$ cat src/rtl/uart_link_arbiter.sv
// Round-robin arbiter sharing one UART tx/rx link between instruction fetch (client 0) and load/store (client 1).
// Optional watchdog forced release is enabled by defining UART_ARB_WDOG_EN.
module uart_link_arbiter #(
  parameter int TIMEOUT_CYCLES = 100000,
  parameter int WD_W           = 17
) (
  input  logic       clk,
  input  logic       reset,
  input  logic       req0,
  input  logic       req1,
  input  logic       done0,
  input  logic       done1,
  input  logic       tx_start_n0,
  input  logic       tx_start_n1,
  input  logic [7:0] tx_data0,
  input  logic [7:0] tx_data1,
  output logic       gnt0,
  output logic       gnt1,
  output logic       tx_done0,
  output logic       tx_done1,
  output logic       rx_do0,
  output logic       rx_do1,
  output logic [7:0] rx_data_out,
  output logic       tx_start_n_out,
  output logic [7:0] tx_data_out,
  input  logic       tx_done,
  input  logic       rx_do,
  input  logic [7:0] rx_data,
  output logic       stray_rx,
  output logic       timeout
);

  typedef enum logic [1:0] {
    IDLE = 2'd0,
    GNT0 = 2'd1,
    GNT1 = 2'd2,
    REL  = 2'd3
  } state_t;

  if (2**WD_W < TIMEOUT_CYCLES) begin : g_bad_wd_w
    $error("WD_W too narrow for TIMEOUT_CYCLES");
  end

  state_t r_state;
  state_t w_state_nxt;
  logic   r_last;
  logic   r_stray;
  logic   w_in_gnt;
  logic   w_wd_expire;

  assign w_in_gnt = (r_state == GNT0) || (r_state == GNT1);

`ifdef UART_ARB_WDOG_EN
  logic [WD_W-1:0] r_wd;
  logic            r_timeout;

  // Any UART activity proves the granted client is alive and restarts the count.
  assign w_wd_expire = w_in_gnt && !(tx_done || rx_do) &&
                       (r_wd == WD_W'(TIMEOUT_CYCLES - 1));

  always_ff @(posedge clk) begin
    if (reset) begin
      r_wd      <= '0;
      r_timeout <= 1'b0;
    end else begin
      r_timeout <= w_wd_expire;
      if (!w_in_gnt || tx_done || rx_do)
        r_wd <= '0;
      else
        r_wd <= r_wd + 1'b1;
    end
  end

  assign timeout = r_timeout;
`else
  assign w_wd_expire = 1'b0;
  assign timeout     = 1'b0;
`endif

  always_ff @(posedge clk) begin
    if (reset) begin
      r_state <= IDLE;
      r_last  <= 1'b1;
      r_stray <= 1'b0;
    end else begin
      r_state <= w_state_nxt;
      if (r_state == IDLE && w_state_nxt == GNT0)
        r_last <= 1'b0;
      else if (r_state == IDLE && w_state_nxt == GNT1)
        r_last <= 1'b1;
      if (rx_do && !w_in_gnt)
        r_stray <= 1'b1;
    end
  end

  // On a tie the client that did not hold the previous grant wins.
  always_comb begin
    w_state_nxt = r_state;
    case (r_state)
      IDLE: begin
        if (req0 && (!req1 || r_last))
          w_state_nxt = GNT0;
        else if (req1)
          w_state_nxt = GNT1;
      end
      GNT0: if (done0 || !req0 || w_wd_expire) w_state_nxt = REL;
      GNT1: if (done1 || !req1 || w_wd_expire) w_state_nxt = REL;
      REL:  w_state_nxt = IDLE;
      default: w_state_nxt = IDLE;
    endcase
  end

  always_comb begin
    tx_start_n_out = 1'b1;
    tx_data_out    = 8'h00;
    tx_done0       = 1'b0;
    tx_done1       = 1'b0;
    rx_do0         = 1'b0;
    rx_do1         = 1'b0;
    if (r_state == GNT0) begin
      tx_start_n_out = tx_start_n0;
      tx_data_out    = tx_data0;
      tx_done0       = tx_done;
      rx_do0         = rx_do;
    end else if (r_state == GNT1) begin
      tx_start_n_out = tx_start_n1;
      tx_data_out    = tx_data1;
      tx_done1       = tx_done;
      rx_do1         = rx_do;
    end
  end

  assign gnt0        = (r_state == GNT0);
  assign gnt1        = (r_state == GNT1);
  assign rx_data_out = rx_data;
  assign stray_rx    = r_stray;

endmodule

$ cat config.mk
export PLATFORM = sky130hd
export DESIGN_NAME = uart_link_arbiter
export DESIGN_NICKNAME = d
export VERILOG_FILES = /design/src/rtl/uart_link_arbiter.sv
export SDC_FILE = /design/constraint.sdc
export NUM_CORES = 1
export LEC_CHECK = 0
export BUFFER_PORTS_ARGS = -buffer_cell sky130_fd_sc_hd__buf_4
export CORE_MARGIN = 3
export CORE_UTILIZATION = 33
export CTS_BUF_LIST = sky130_fd_sc_hd__clkbuf_2
export DETAILED_ROUTE_END_ITERATION = 7
export PLACE_DENSITY = 0.8
export SETUP_SLACK_MARGIN = 0.02
export SYNTH_ARGS = -nofsm -noshare
export SYNTH_HDL_FRONTEND = slang
export SYNTH_SLANG_ARGS = --single-unit
$ cat constraint.sdc
create_clock -name clk -period 1.8 [get_ports clk]
set_input_delay 0.36 -clock clk [delete_from_list [all_inputs] [get_ports clk]]
set_output_delay 0.36 -clock clk [all_outputs]
set_load 0.01 [all_outputs]
# Word-level counts from Yosys, hierarchy flattened
# Index checks and enable logic that the tools add are counted.
[totals]
output_inout_bits = 25
input_bits = 34
register_bits = 4
wordCells = 38
[classes]
eq_ne = 5
mux = 17
reduce_logical = 13
[op_table]
columns = ["operator", "count"]
rows = [
  ["8-bit two-way mux", 2],
  ["1-bit two-way mux", 10],
  ["2-bit two-way mux", 4],
  ["2-bit case mux with 4 select lines", 1],
  ["2-bit equality test, second input constant", 3],
  ["2-bit by 1-bit equality test with 1-bit output, second input constant", 2],
  ["1-bit logical AND", 4],
  ["1-bit logical OR", 4],
  ["1-bit zero test", 3],
  ["2-bit zero test", 1],
  ["2-bit nonzero test", 1],
]

# Depth between registers and ports, before layout
[depth]
word_depth = 9
depth_mapped = 6
mapped_depth_nobuf = 6

# Worst setup path after synthesis
# No wires, ideal clock.
[synth_path]
kind = "register to output"
startpoint = "reg r_state[0]"
endpoint = "out tx_start_n_out"
path_stages_with_launch = 6
required_ps = 1440
path_buffers = 1
t_arrival_ps = 1257
path_slack_ps = 183
path_cell_list = "dfxtp_1 > inv_1 > ha_1 > nor2b_1 > buf_2 > a21oi_1"
[synth_via]
elab_chain_len = 3
word_cells_on_any_way = 4
classes_between = "2 x eq/ne; 2 x mux"
[synth_rtl]
columns = ["item", "line_no", "rtl"]
rows = [
  ["from (decl)", "44", "state_t r_state;"],
  ["from (signal assigned)", "86", "r_state <= w_state_nxt;"],
  ["2-bit equality test", "--", ""],
  ["via gnt1", "18", "output logic gnt1,"],
  ["1-bit two-way mux", "125", "end else if (r_state == GNT1) begin"],
  ["1-bit two-way mux", "120", "if (r_state == GNT0) begin"],
  ["to (decl)", "24", "output logic tx_start_n_out,"],
]
# The timed path passes the listed nets, and every way through them passes these cells.

# Final worst setup path
[layout_path]
startpoint = "reg r_state[1]"
endpoint = "out tx_data_out[1]"
[layout_via]
elab_chain_len = 3
word_cells_on_any_way = 4
classes_between = "2 x eq/ne; 2 x mux"
[layout_rtl]
columns = ["item", "line_no", "rtl"]
rows = [
  ["2-bit equality test", "125", ""],
  ["8-bit two-way mux", "125", ""],
  ["8-bit two-way mux *", "120", ""],
  ["to (decl)", "25", "output logic [7:0] tx_data_out,"],
]
# Every way passes the cells marked *; elsewhere a longest branch is shown, timed or not.

==> results.cfg <==
[synthesis]
ys_seq_area_frac = 0.165
synth_top_area_cell = dfxtp_1
yosys.cell_types.count = 23
syn_area_per_cell_sq_um = 7.49
ys_ff_latch = 4
synthArstFlopShare = 0
synth_flop_cell = dfxtp_1
ys_top_cells_by_count = buf_4 (9), a22o_1 (8), inv_1 (6)
synth-edff-count = 0
syn_inst = 65
yosysMostFrequentCell = buf_4
synth_top_area_frac = 0.165
yosys-top-cells-area = dfxtp_1 (16%), a22o_1 (14%), buf_4 (14%), ha_1 (10%), a21oi_1 (5.1%)
yosys_warnings = 0
syn_area_sq_um = 487
synth_nets = 103

[worst_hold_path]
hp-class = in2reg

[global_routing]
grt_pass1_vias = 585
grt_max_degree = 9
antenna_found_initial = 0
track_usage = 0.169
grt_first_pass_wirelength_um = 2490
overflow = 0

[worst_setup_path]
crit_path_max_fanout = 6
worstSetupPathType = reg2out
worstReg2RegEnd = r_last
rr_startpoint = r_state[0]
start_kind = flip-flop
r2r_slack_ps = 310
path_delay_family = buffers and inverters
path_buf_inv = 3
critPathLaunch = r_state[1]
crit_cells = 6
critical_path_arrival_ps = 1380
crit_path_top_delay_cell = dfxtp_2
cp.required_ps = 1440
slowest_delay_ps = 320
endpoint_kind = output port
cpMostUsedCell = buf_6
endpoint = tx_data_out[1]
worst_r2r_path_depth = 5
crit_chain = buf_6 > ha_4 > nor2b_4 > buf_6 > a22o_1 > buf_6

[routing]
topRoutingLayerUsed = met4
wl_met2_um = 1000
wirelength_um = 1730
wl_per_cell_um = 14.4
vias = 596
drtIter0Drc = 21
route.met3.wl_um = 112
via_per_inst = 4.97
met1_length_um = 584
drtAntennaViolNets = 0
drt_pass1_iterations = 4
route.detailed.drc = 0

[floorplanning]
initial_core_util = 0.361
die_y_um = 44.4
ios = 59
die_w_um = 44.4
core_area_sq_mm = 0.00135
rows = 13
dieArea_sq_mm = 0.00197

[clocking]
clk_path_buf_depth = 2
clock_latency_ps = 210
clockRootBuffer = clkbuf_2
holdBufCountCts = 0
cts_tree = done
clkTransAtPathRegs_ps = 60
cts_buffers = 3
h-tree-depth = 1
cts.sinks = 4

[cells_and_area]
area_growth_pct = 79.7
diodes = 0
layout.nets = 145
fillerInstances = 114
drive_gt1_frac = 0.571

[pwr]
power_mw = 1.36
leakage_nw = 0.441
ir_drop_mv = 0.816
power_density_mw_per_mm2 = 1560

[placement]
place.gp.congestion = 0.827
numPortBuffers = 41

[sta]
hold_viol = 0
finalMaxSlewViolations = 0
timing.fmax_mhz = 575
fin_skew_ps = 14.5
fin_setup_tns_ps = 0
fin_crit_sh = 0.967
min_period_ps = 1740
setup_violations = 0
rsz0062_at_grt = yes

[run]
cap_violations = 0

[outcome]
status = complete, no violations
-- cells in the final DEF (no fill, tap or decap), types with 2 or more instances in the layout --
cell type / n
and2_1: 4
nand2b_1: 2
a21oi_1: 5
a2111oi_0: 2
nor2_1: 5
dfxtp_1: 2
nor2b_1: 2
buf_6: 8
clkbuf_2: 3
nand2_1: 2
buf_4: 40
ha_1: 2
ha_4: 2
a22o_1: 8
inv_1: 4
-- routing by layer --
| metal | up-vias | track usage |
|---|---|---|
| li1 | 298 | - |
| met1 | 271 | 0.167 |
| met2 | 25 | 0.320 |
| met3 | 2 | 0.0569 |
| met4 | 0 | 0.0602 |
| met5 | - | 0 |
-- flip-flops by register name (all words and copies together), names as in the netlist --
signal / flops
r_last: 1
r_state: 2
stray_rx: 1
-- worst min path at each step --
stage               startpoint  slack (ps)  depth (start not counted)          to
detailed placement    stray_rx         460                          2    stray_rx
CTS                      reset         330                          2  r_state[0]
floorplan                reset         430                          1  r_state[0]
global placement      stray_rx         460                          2    stray_rx
global route             reset         320                          2  r_state[0]
finish                   reset         340                          2  r_state[0]
-- report_power, final --
group / internal [mW] / leakage, nW / switching (mW)
combinational: 0.594 / 0.395 / 0.502
sequential: 0.141 / 0.0342 / 0.0424
clock: 0.0450 / 0.0125 / 0.0386
-- kinds of logic after synthesis --
| kind of cell | Yosys count | share of synthesized area |
|---|---|---|
| buffers and inverters | 17 | 0.203 |
| DFF | 4 | 0.165 |
| and+or+nand+nor | 19 | 0.206 |
| other | 1 | 0.00770 |
| AOI/OAI and AO/OA | 20 | 0.316 |
| adders and majority gates | 4 | 0.103 |
-- stage by stage --
stage	hold slack, ps	area (sq um)	setup slack, ps	util	cells
6_report	338	875	59.6	0.648	120
5_1_grt	322	875	8.46	0.648	120
4_1_cts	327	823	22.5	0.610	119
3_5_place_dp	461	767	110	0.568	114
3_3_place_gp	456	767	159	0.568	114
2_1_floorplan	429	487	183	-	65
-- final cells by class --
type	count	area, sq um	share of cell area
tap	15	18.8	0.0215
inverter	6	25.0	0.0286
timing repair buffer	48	390	0.446
clock buffer	3	15.0	0.0172
sequential	4	85.1	0.0973
multi-input combinational	44	340	0.389
-- timing repair --
action                                  4_1_cts  5_1_grt
gates resized for setup                      12       10
gates cloned                                  1        0
endpoints found under the setup margin       11       12
hold endpoints to repair                      0        0
pin swaps                                     0        1
setup buffers                                 1        1
No activity file was read; power rests on OpenSTA's default activity.
